## config.mk

```make
export PLATFORM = sky130hd
export DESIGN_NAME = dmem_arbiter
export DESIGN_NICKNAME = d
export VERILOG_FILES = /design/src/rtl/dmem_pkg.sv /design/src/rtl/dmem_rr_pick.sv /design/src/rtl/dmem_arbiter.sv
export SDC_FILE = /design/constraint.sdc
export NUM_CORES = 1
export LEC_CHECK = 0
export CAP_MARGIN = 40
export CORE_AREA = 2 2 227 229
export DETAILED_ROUTE_END_ITERATION = 8
export DIE_AREA = 0 0 229 231
export DONT_BUFFER_PORTS = 1
export GPL_TIMING_DRIVEN = 0
export HOLD_SLACK_MARGIN = 0.1
export PLACE_DENSITY = 0.34
export SETUP_SLACK_MARGIN = 0.5
export SLEW_MARGIN = 10
export SYNTH_ARGS = -nofsm -noshare
export SYNTH_HDL_FRONTEND = slang
export SYNTH_SLANG_ARGS = --single-unit
```

## constraint.sdc

```tcl
create_clock -name clk -period 8.1 [get_ports clk]
set_input_delay 1.215 -clock clk [delete_from_list [all_inputs] [get_ports clk]]
set_output_delay 1.215 -clock clk [all_outputs]
set_load 0.01 [all_outputs]
```

## src/rtl/dmem_pkg.sv

```systemverilog
// Shared types and helpers for the data-memory arbiter: owner-state enum,
// default sizing and the aligned/in-bounds access check.
package dmem_pkg;

  typedef enum logic [1:0] {StIdle, StCore, StLoad, StLock} arb_state_e;

  localparam int unsigned MemBytesDefault = 64;
  localparam int unsigned LockMaxDefault  = 8;
  localparam int unsigned AddrWMax        = 64;
  localparam int unsigned AddrWExt        = AddrWMax + 1;

  // One extra bit on the end address so addr+8 wrapping past 2^64 reads as out of range.
  function automatic logic access_ok(input logic [AddrWMax-1:0] addr,
                                     input int unsigned         mem_bytes);
    logic [AddrWMax:0] end_addr;
    end_addr = {1'b0, addr} + AddrWExt'(8);
    return (addr[2:0] == 3'b000) && (end_addr <= AddrWExt'(mem_bytes));
  endfunction

endpackage

```

## src/rtl/dmem_rr_pick.sv

```systemverilog
// Two-way grant picker: a lone requester wins, otherwise the loader keeps a
// bounded lock, otherwise the port not served last wins.
module dmem_rr_pick
  import dmem_pkg::*;
#(
  parameter int unsigned LOCK_MAX = LockMaxDefault
) (
  input  logic       c_req,
  input  logic       l_req,
  input  arb_state_e state,
  input  logic [3:0] lock_cnt,
  output logic       c_win,
  output logic       l_win
);

  always_comb begin
    c_win = 1'b0;
    l_win = 1'b0;
    if (c_req && l_req) begin
      if (state == StLock && 32'(lock_cnt) < LOCK_MAX) begin
        l_win = 1'b1;
      end else if (state == StCore) begin
        l_win = 1'b1;
      end else begin
        // Idle counts as "loader served last", so the core goes first.
        c_win = 1'b1;
      end
    end else begin
      c_win = c_req;
      l_win = l_req;
    end
  end

endmodule

```

## src/rtl/dmem_arbiter.sv

```systemverilog
// Shares one 64-bit data memory between the core MEM stage and the loader:
// one access per cycle, combinational grant, registered one-cycle response.
module dmem_arbiter
  import dmem_pkg::*;
#(
  parameter int unsigned ADDR_W    = 64,
  parameter int unsigned DATA_W    = 64,
  parameter int unsigned MEM_BYTES = MemBytesDefault,
  parameter int unsigned LOCK_MAX  = LockMaxDefault
) (
  input  logic              clk,
  input  logic              reset_n,
  input  logic              c_req,
  input  logic              c_we,
  input  logic [ADDR_W-1:0] c_addr,
  input  logic [DATA_W-1:0] c_wdata,
  output logic              c_gnt,
  output logic              c_rvalid,
  output logic [DATA_W-1:0] c_rdata,
  output logic              c_err,
  input  logic              l_req,
  input  logic              l_we,
  input  logic [ADDR_W-1:0] l_addr,
  input  logic [DATA_W-1:0] l_wdata,
  input  logic              l_lock,
  output logic              l_gnt,
  output logic              l_rvalid,
  output logic [DATA_W-1:0] l_rdata,
  output logic              l_err,
  output logic              core_stall,
  output logic [ADDR_W-1:0] Mem_Addr,
  output logic [DATA_W-1:0] Write_Data,
  output logic              MemWrite,
  output logic              MemRead,
  input  logic [DATA_W-1:0] Read_Data
);

  arb_state_e        state_q, state_d;
  logic [3:0]        lock_cnt_q, lock_cnt_d;
  logic              c_win, l_win, any_gnt;
  logic              sel_we, sel_ok;
  logic [ADDR_W-1:0] sel_addr;
  logic [DATA_W-1:0] sel_wdata, rdata_d;
  logic              c_rvalid_q, c_err_q, l_rvalid_q, l_err_q;
  logic [DATA_W-1:0] c_rdata_q, l_rdata_q;

  dmem_rr_pick #(
    .LOCK_MAX(LOCK_MAX)
  ) u_pick (
    .c_req   (c_req),
    .l_req   (l_req),
    .state   (state_q),
    .lock_cnt(lock_cnt_q),
    .c_win   (c_win),
    .l_win   (l_win)
  );

  // Gating grants with reset_n drops every strobe combinationally during reset.
  assign c_gnt      = c_win & reset_n;
  assign l_gnt      = l_win & reset_n;
  assign any_gnt    = c_gnt | l_gnt;
  assign core_stall = c_req & reset_n & ~c_gnt;

  always_comb begin
    sel_we    = l_gnt ? l_we    : c_we;
    sel_addr  = l_gnt ? l_addr  : c_addr;
    sel_wdata = l_gnt ? l_wdata : c_wdata;
    sel_ok    = access_ok(AddrWMax'(sel_addr), MEM_BYTES);
  end

  assign Mem_Addr   = any_gnt ? sel_addr  : '0;
  assign Write_Data = any_gnt ? sel_wdata : '0;
  assign MemWrite   = any_gnt & sel_ok & sel_we;
  assign MemRead    = any_gnt & sel_ok & ~sel_we;
  assign rdata_d    = MemRead ? Read_Data : '0;

  always_comb begin
    state_d = StIdle;
    if (c_gnt) begin
      state_d = StCore;
    end else if (l_gnt) begin
      state_d = l_lock ? StLock : StLoad;
    end
    lock_cnt_d = lock_cnt_q;
    // Staying in lock implies a loader grant; anything else (incl. core grant) clears.
    if (state_d != StLock) begin
      lock_cnt_d = '0;
    end else if (state_q == StLock && c_req) begin
      lock_cnt_d = lock_cnt_q + 4'd1;
    end
  end

  always_ff @(posedge clk or negedge reset_n) begin
    if (!reset_n) begin
      state_q    <= StIdle;
      lock_cnt_q <= '0;
      c_rvalid_q <= 1'b0;
      c_err_q    <= 1'b0;
      c_rdata_q  <= '0;
      l_rvalid_q <= 1'b0;
      l_err_q    <= 1'b0;
      l_rdata_q  <= '0;
    end else begin
      state_q    <= state_d;
      lock_cnt_q <= lock_cnt_d;
      c_rvalid_q <= c_gnt;
      c_err_q    <= c_gnt & ~sel_ok;
      c_rdata_q  <= c_gnt ? rdata_d : '0;
      l_rvalid_q <= l_gnt;
      l_err_q    <= l_gnt & ~sel_ok;
      l_rdata_q  <= l_gnt ? rdata_d : '0;
    end
  end

  assign c_rvalid = c_rvalid_q;
  assign c_err    = c_err_q;
  assign c_rdata  = c_rdata_q;
  assign l_rvalid = l_rvalid_q;
  assign l_err    = l_err_q;
  assign l_rdata  = l_rdata_q;

endmodule

```

After elaboration in Yosys (flattened, before gate mapping)
Index checks and enable logic that the tools add are counted.
{"block": "op_classes", "n_eq_ne": 3, "n_reduce_logical": 6, "muxes": 19, "bitwise": 13, "order_cmp": 2, "n_addsub": 2}
{"op": "$mux W64", "n": 7}
{"op": "$add A64 B4 Y65 const B", "n": 1}
{"op": "$le A65 B7 Y1 const B", "n": 1}
{"op": "$and A1 B1 Y1", "n": 9}
{"op": "$mux W1", "n": 8}
{"op": "$mux W4", "n": 2}
{"op": "$add A4 B1 Y4 const B", "n": 1}
{"op": "$logic_and A1 B1 Y1", "n": 4}
{"op": "$lt A4 B4 Y1 const B", "n": 1}
{"op": "$mux W2", "n": 2}
{"op": "$logic_not A3 Y1", "n": 1}
{"op": "$not A1 Y1", "n": 3}
{"op": "$eq A2 B1 Y1 const B", "n": 1}
{"op": "$eq A2 B2 Y1 const B", "n": 1}
{"op": "$ne A2 B2 Y1 const B", "n": 1}
{"op": "$reduce_bool A2 Y1", "n": 1}
{"op": "$or A1 B1 Y1", "n": 1}
{"block": "word_totals", "output_inout_bits": 265, "elab_cells": 53, "regBits": 138, "inputBits": 327}

Depth between registers and ports, before layout
Gate-level depths: netlist of run 1.
{"block": "logic_depth", "word_depth": 13, "depth_mapped": 23}

Hierarchy
From an unflattened synthesis of run 1, not the netlist that was laid out.
{"block": "hier_totals", "hier_cells": 1154, "area_unflattened_um2": 10233.6}
{"mod": "dmem_arbiter", "seq_area_each_um2": 3453.3, "area_per_inst_um2": 10207.3, "cells_per_inst": 1150, "instances": 1}
{"mod": "dmem_rr_pick", "seq_area_each_um2": 0.0, "area_per_inst_um2": 26.3, "cells_per_inst": 4, "instances": 1}

Worst setup path after synthesis of run 1
OpenSTA, ideal clock, no wires.
{"block": "synth_path", "path_type": "input-to-output", "from": "input port c_req", "to": "output port MemRead", "arrival_ns": 6.290, "path_slack_ns": 0.595, "path_stages": 22, "n_path_buf": 8, "path_cell_list": "buf_2 > nand3_2 > nand3_2 > buf_2 > buf_2 > buf_2 > buf_1 > clkbuf_1 > clkbuf_1 > nand2_1 > nand2_1 > ha_1 > nand3_1 > or4_4 > or4_1 > o21a_1 > a2111oi_2 > nand4_1 > nor4_2 > nand3_1 > buf_2 > nor4_1"}
{"block": "synth_via", "elab_chain_len": 9, "word_cells_on_any_way": 15, "classes_between": "1 x add/sub; 1 x order compare; 4 x mux; 6 x bitwise; 3 x reduce/logical"}
{"element": "start, declared", "line_no": "dmem_arbiter.sv:13", "source": "input logic c_req,"}
{"element": "$logic_and A1 B1 Y1", "line_no": "dmem_rr_pick.sv:19", "source": "if (c_req && l_req) begin"}
{"element": "$mux W1", "line_no": "dmem_rr_pick.sv:19"}
{"element": "$and A1 B1 Y1", "line_no": "dmem_arbiter.sv:60", "source": "assign l_gnt = l_win & reset_n;"}
{"element": "$mux W64", "line_no": "dmem_arbiter.sv:66", "source": "sel_addr = l_gnt ? l_addr : c_addr;"}
{"element": "$add A64 B4 Y65", "line_no": "dmem_pkg.sv:16", "source": "end_addr = {1'b0, addr} + AddrWExt'(8);"}
{"element": "$le A65 B7 Y1", "line_no": "dmem_pkg.sv:17", "source": "return (addr[2:0] == 3'b000) && (end_addr <= AddrWExt'(mem_bytes));"}
{"element": "$logic_and A1 B1 Y1", "line_no": "dmem_pkg.sv:17"}
{"element": "$and A1 B1 Y1", "line_no": "dmem_arbiter.sv:74", "source": "assign MemRead = any_gnt & sel_ok & ~sel_we;"}
{"element": "$and A1 B1 Y1 (*)", "line_no": "dmem_arbiter.sv:74"}
{"element": "end, declared", "line_no": "dmem_arbiter.sv:34", "source": "output logic MemRead,"}
Every way passes the cells marked *; elsewhere a longest branch is shown, timed or not.

Final worst setup path of run 1
Ends and elaborated chain as after synthesis.

==> results of run 1 <==
cells in the mapped netlist, types with 4 or more instances:
library cell	instances	area (µm²)
nand2_1	271	1020
nand3_1	186	931
dfrtp_1	138	3450
a21oi_1	122	611
nor3_2	100	1000
clkbuf_1	75	282
nor2_1	73	274
nand4_1	48	300
nor3_1	48	240
mux2i_1	42	420
nor4_1	36	225
xnor2_1	31	272
and3_1	25	156
buf_2	25	125
xor2_1	18	158
inv_1	13	48.8
and2_1	12	75.1
buf_6	11	124
and4_1	10	87.6
a31oi_1	9	56.3
o21ai_0	8	40.0
a21boi_0	7	52.6
o211ai_1	7	52.6
o21a_1	7	52.6
a2111oi_0	6	52.6
buf_1	6	22.5
or2_2	6	37.5
or3_1	6	37.5
a32oi_1	5	43.8
mux2_2	5	56.3
nand2b_1	4	25.0
nor4_2	4	50.1
o22ai_1	4	25.0
o31a_1	4	35.0
o31ai_1	4	30.0
or4_1	4	30.0
state kept, by name, indices dropped and copies added, names as in the netlist:
name	count
state_q	2
c_rdata	64
lock_cnt_q	4
l_err	1
l_rvalid	1
c_err	1
l_rdata	64
c_rvalid	1
power groups by stage:
stage	clock [mW]	combinational (mW)	sequential [mW]
6_report	0.808	0.343	0.694
5_1_grt	0.862	0.365	0.694
4_1_cts	0.830	0.334	0.694
3_5_place_dp	0	0.322	0.707
3_3_place_gp	0	0.317	0.707
2_1_floorplan	0	0.206	0.705
what timing repair did:
action	in CTS	in global routing
pin swaps	8	6
setup buffers	5	9
gates resized for setup	54	17
hold endpoints to repair	0	0
gates cloned	0	0
endpoints found under the setup margin	132	2
logic make-up after synthesis:
logic type	count (synthesis)	share of synthesized area [%]
AND/OR/NAND/NOR	848	41.6
AO/OA/AOI/OAI	224	13.0
flip-flops	138	31.1
buffers and inverters	134	5.64
XOR/XNOR	49	3.87
multiplexers	48	4.50
adder cells (fa/ha/maj)	2	0.226
area by class of cell:
type                            instances  area, µm²  share of cell area [%]
Antenna cell                            5       12.5                  0.0956
Buffer                                120        714                    5.46
Clock buffer                           19        443                    3.38
Clock inverter                         13        165                    1.26
Inverter                               14       55.1                   0.420
Multi-Input combinational cell       1171       7160                    54.7
Sequential cell                       138       3450                    26.4
Tap cell                              680        851                    6.50
Timing Repair Buffer                   29        236                    1.81
final timing paths:
kind / from / to / slack, ps / depth (start not counted)
min in group clk: lock_cnt_q[2] / lock_cnt_q[2] / 560 / 2
worst max-delay path: c_req / MemRead / 710 / 24
max in group asynchronous: reset_n / l_rdata[49] / 7480 / 0
worst min-delay path: reset_n / c_rdata[33] / 470 / 0
worst max register to register: state_q[0] / l_rdata[0] / 2020 / 27
worst min register to register: lock_cnt_q[2] / lock_cnt_q[2] / 560 / 2
layer usage:
metal,part of all wire [%],up-vias,GRT usage [%],wire length (µm)
met5,0.019,-,0,13
met4,4.1,2,10.8,2840
met3,10,118,8.99,6960
met2,48,684,42.3,33200
met1,38,5906,28.5,26000
li1,-,5319,-,-
worst max-delay path, stage by stage:
cell and delay, ps:
buf_6 150, nand3_4 110, nand3_4 130, buf_12 120, buf_12 140, buf_12 150
buf_4 150, buf_8 160, clkbuf_2 140, buf_6 110, clkbuf_8 160, nand2_1 70
nand2_1 110, ha_4 180, nand3_4 130, or4_4 470, or4_4 520, o21a_1 130
a2111oi_2 350, nand4_1 240, nor4_4 400, nand3_2 150, buf_6 180, nor4_4 480
layout by cell type, fill, tap and decap left out, types with 7 or more instances in the layout:
cell type,n
a21boi_0,7
a21oi_1,122
a31oi_1,9
and2_1,11
and3_1,24
and4_1,8
buf_2,21
buf_4,19
buf_6,20
clkbuf_1,71
clkbuf_16,17
dfrtp_1,138
inv_1,13
mux2i_1,42
nand2_1,271
nand3_1,182
nand4_1,48
nor2_1,73
nor3_1,48
nor3_2,100
nor4_1,33
o211ai_1,7
o21ai_0,8
xnor2_1,31
xor2_1,18
==> impl_metrics.env, run 1 <==
export IMPL_ys_ff_latch=138
export IMPL_fin_crit_ps=7390
export IMPL_syn_cell_area_mm2=0.0111
export IMPL_synthArstFlopShare_pct=100
export IMPL_io_pins=592
export IMPL_outcome="complete, no violations"
export IMPL_clock_path_buffers=2
export IMPL_ys_flop_type="dfrtp_1"
export IMPL_crit_path_start_kind="primary input"
export IMPL_areaGrowthSynthToFinish_pct=18.1
export IMPL_p_int_mw=1.28
export IMPL_hold_violations=0
export IMPL_dieHeight_um=231
export IMPL_place_hpwl_um=57400
export IMPL_tightest_slew_ps=946
export IMPL_fin_crit_sh_pct=91.2
export IMPL_leakage_nw=4.60
export IMPL_die_area_mm2=0.0529
export IMPL_gr_usage_all_layers_pct=25.0
export IMPL_grt_max_degree=146
export IMPL_layout_setup_ws_ps=710
export IMPL_gp_congestion=0.971
export IMPL_seq_area_frac_synth_pct=31.1
export IMPL_drv_slew=0
export IMPL_cts_root_buf="clkbuf_16"
export IMPL_nets=1820
export IMPL_viasPerCell=5.50
export IMPL_rsz0062_at_grt="no"
export IMPL_fin_skew_ps=12.4
export IMPL_clk_latency_ps=430
export IMPL_required_ps=6880
export IMPL_drive_above_1_share_pct=16.6
export IMPL_drt_wl_total_um=69000
export IMPL_ir_drop_v=0.000138
export IMPL_synth_edf_count=0
export IMPL_dr_pass1_iters=5
export IMPL_stdcell_count=2189
export IMPL_die_w_um=229
export IMPL_drc_errors=0
export IMPL_path_clk_slew_ps=60
export IMPL_syn_area_per_cell_um2=7.69
export IMPL_core_mm2=0.0507
export IMPL_post_drt_wl_per_cell_um=31.5
export IMPL_overflow=0
export IMPL_start_util_pct=21.9
export IMPL_cap_violations=0
export IMPL_fillers=5699
export IMPL_pwr_share_seq_pct=37.6
export IMPL_power_switching_mw=0.562
export IMPL_total_power_mw=1.84
export IMPL_synth_cells=1443
export IMPL_arrival_ps=6180
export IMPL_postCtsHoldBufs=0
export IMPL_setup_violations=0
export IMPL_p_sw_share_pct=30.4
export IMPL_place_area_mm2=0.0121
export IMPL_numPortBuffers=0
export IMPL_drt_iter0_markers=1016
export IMPL_end_kind="primary output"
export IMPL_grt_pass1_vias=11700
export IMPL_utilization_pct=25.8
export IMPL_ant_nets=0
export IMPL_comb_power_share_pct=18.6
export IMPL_crit_path_max_fanout=10
export IMPL_htree_levels=4
export IMPL_setup_tns_final_ps=0
export IMPL_ys_types=75
export IMPL_fin_area_mm2=0.0131
export IMPL_antenna_found_initial=7
export IMPL_timing_hold_ws_ps=471
export IMPL_cts_tree="built"
export IMPL_crit_type="primary input to primary output"
export IMPL_numCtsBuffers=17
export IMPL_max_slew_margin_rel_pct=36.9
export IMPL_clkPwrFrac_pct=43.8
export IMPL_yosys_warnings=0
export IMPL_p_per_area_mw_per_mm2=141
export IMPL_dp_cells=2138
export IMPL_clock_sinks=138
export IMPL_synth_nets=1772
export IMPL_pre_cts_slack_ps=-2280
export IMPL_via_count=12000
export IMPL_num_rows=83
export IMPL_grt_pass1_wl_um=94100
export IMPL_max_clock_freq_mhz=135
export IMPL_hold_path_class="primary input to async pin"
Note: power is estimated with default switching activity, not from simulation.
==> inputs of run 2 (changes only) <==
- TNS_END_PERCENT: unset -> 5
==> results of run 2 <==
No change in the layout: final DEF, timing and power equal those of run 1.
==> inputs of run 3 (changes only) <==
- CAP_MARGIN: 40 -> 20
- PLACE_DENSITY: 0.34 -> 0.37
- SETUP_SLACK_MARGIN: 0.5 -> 0.1
==> run 3 against run 2 <==
Global-route usage rose by 0.38 points; register-to-register slack improved by 70 ps; sequential share of layout area rose by 0.48 points; critical endpoint unchanged; clock-buffer cell count fell by 2; die area did not move; cell area fell by 1.8%.
==> impl_metrics.env, run 3 (synthesis results as in run 1) <==
export IMPL_outcome="complete, no violations"
export IMPL_grt_pass1_vias=12100
export IMPL_layout_commonest_cell="nand2_1"
export IMPL_dieHeight_um=231
export IMPL_drt_iter0_markers=1109
export IMPL_post_drt_wl_per_cell_um=32.2
export IMPL_reg2reg_slack_ps=2090
export IMPL_met3WireLength_um=6560
export IMPL_cts_tree="built"
export IMPL_r2r_cells=22
export IMPL_p_per_area_mw_per_mm2=140
export IMPL_dr_pass1_iters=5
export IMPL_postCtsHoldBufs=0
export IMPL_tightest_slew_ps=1230
export IMPL_drc_errors=0
export IMPL_drv_slew=0
export IMPL_max_slew_margin_rel_pct=18.0
export IMPL_ant_nets=0
export IMPL_leakage_nw=4.46
export IMPL_via_count=12300
export IMPL_max_clock_freq_mhz=130
export IMPL_grt_pass1_wl_um=96000
export IMPL_clock_path_buffers=2
export IMPL_r2r_end="c_rdata[58]"
export IMPL_final_cell_mix="nand2_1 (271), nand3_1 (182), dfrtp_1 (138)"
export IMPL_drt_wl_total_um=70400
export IMPL_io_pins=592
export IMPL_setup_violations=0
export IMPL_layout_setup_ws_ps=387
export IMPL_path_clk_slew_ps=70
export IMPL_htree_levels=4
export IMPL_gr_usage_all_layers_pct=25.4
export IMPL_timing_hold_ws_ps=482
export IMPL_hold_violations=0
export IMPL_start_util_pct=21.9
export IMPL_ir_drop_v=0.000134
export IMPL_crit_type="primary input to primary output"
export IMPL_route_top_layer_used="met5"
export IMPL_overflow=0
export IMPL_num_rows=83
export IMPL_drive_above_1_share_pct=14.9
export IMPL_grt_max_degree=146
export IMPL_dp_cells=2125
export IMPL_fin_crit_sh_pct=95.2
export IMPL_crit_path_max_fanout=145
export IMPL_total_power_mw=1.80
export IMPL_required_ps=6880
export IMPL_viasPerCell=5.64
export IMPL_setup_tns_final_ps=0
export IMPL_cts_root_buf="clkbuf_16"
export IMPL_fin_crit_ps=7710
export IMPL_rsz0062_at_grt="no"
export IMPL_clk_latency_ps=440
export IMPL_die_w_um=229
export IMPL_crit_path_start_kind="primary input"
export IMPL_hold_path_class="primary input to async pin"
export IMPL_stdcell_count=2187
export IMPL_numPortBuffers=0
export IMPL_worstReg2RegStart="state_q[0]"
export IMPL_areaGrowthSynthToFinish_pct=15.9
export IMPL_fin_area_mm2=0.0129
export IMPL_pre_cts_slack_ps=-2660
export IMPL_cap_violations=0
export IMPL_place_area_mm2=0.0120
export IMPL_die_area_mm2=0.0529
export IMPL_numCtsBuffers=17
export IMPL_wl_met2_um=34300
export IMPL_core_mm2=0.0507
export IMPL_utilization_pct=25.4
export IMPL_nets=1795
export IMPL_antenna_found_initial=27
export IMPL_clock_sinks=138
export IMPL_gp_congestion=0.977
export IMPL_met1_length_um=25000
export IMPL_fin_skew_ps=18.4
export IMPL_place_hpwl_um=58100
export IMPL_end_kind="primary output"
export IMPL_arrival_ps=6500
## run 3: cell types whose count changed in the layout (fill, tap and decap cells not counted), sizes merged
| cell | before | now |
|---|---|---|
| clkinvlp | 1 | 0 |
| inv | 17 | 22 |
| diode | 5 | 28 |
| bufinv | 3 | 0 |
| clkinv | 6 | 7 |
| buf | 74 | 50 |
| clkdlybuf4s18 | 1 | 0 |
| clkbuf | 93 | 91 |
## run 3: power by group
group | internal [mW] | total, mW | switching [mW]
logic | 0.0890 | 0.331 | 0.242
clock network | 0.412 | 0.774 | 0.362
registers | 0.691 | 0.693 | 0.00244
total | 1.19 | 1.80 | 0.606
## run 3: metal layers
metal  global-route usage [%]  vias to the layer above
met5                        0                        -
met4                     16.8                        4
met3                     7.95                      149
met2                     43.0                      744
met1                     27.4                     6126
li1                         -                     5307
## run 3: critical path: stages
cell and delay, ps:
and2_1 270, nand3_4 170, inv_4 130, buf_6 200, buf_8 210, buf_8 210, buf_8 200, buf_8 190
nand2_1 90, nand2_1 110, ha_4 200, nand3_2 170, or4_4 490, or4_1 510, o21a_1 150, a2111oi_2 350
nand4_1 280, nor4_4 460, nand3_2 160, buf_4 220, nor4_4 380
## run 3: what timing repair did
action                                  in CTS  in global routing
endpoints found under the setup margin     132                  2
pin swaps                                    4                  6
buffers inserted                             1                  2
cloned                                       0                  0
resized for setup                           41                 11
## run 3: worst max path at each step
stage	from	endpoint	slack [ps]	depth (start not counted)
2_1_floorplan	c_req	MemRead	590	22
3_3_place_gp	c_req	MemRead	-3180	21
3_5_place_dp	c_req	MemRead	-2660	22
4_1_cts	c_req	MemRead	140	22
5_1_grt	c_req	MemRead	120	22
6_report	reset_n	MemRead	390	21
## run 3: layout make-up
cell class,count,area (µm²)
clock inverters,15,155
flip-flops and latches,138,3450
plain buffers,119,674
multi-input cells,1171,7140
fillers,5740,37800
clock buffers,17,425
inverters,14,55.1
repair buffers,5,37.5
diodes,28,70.1
well taps,680,851
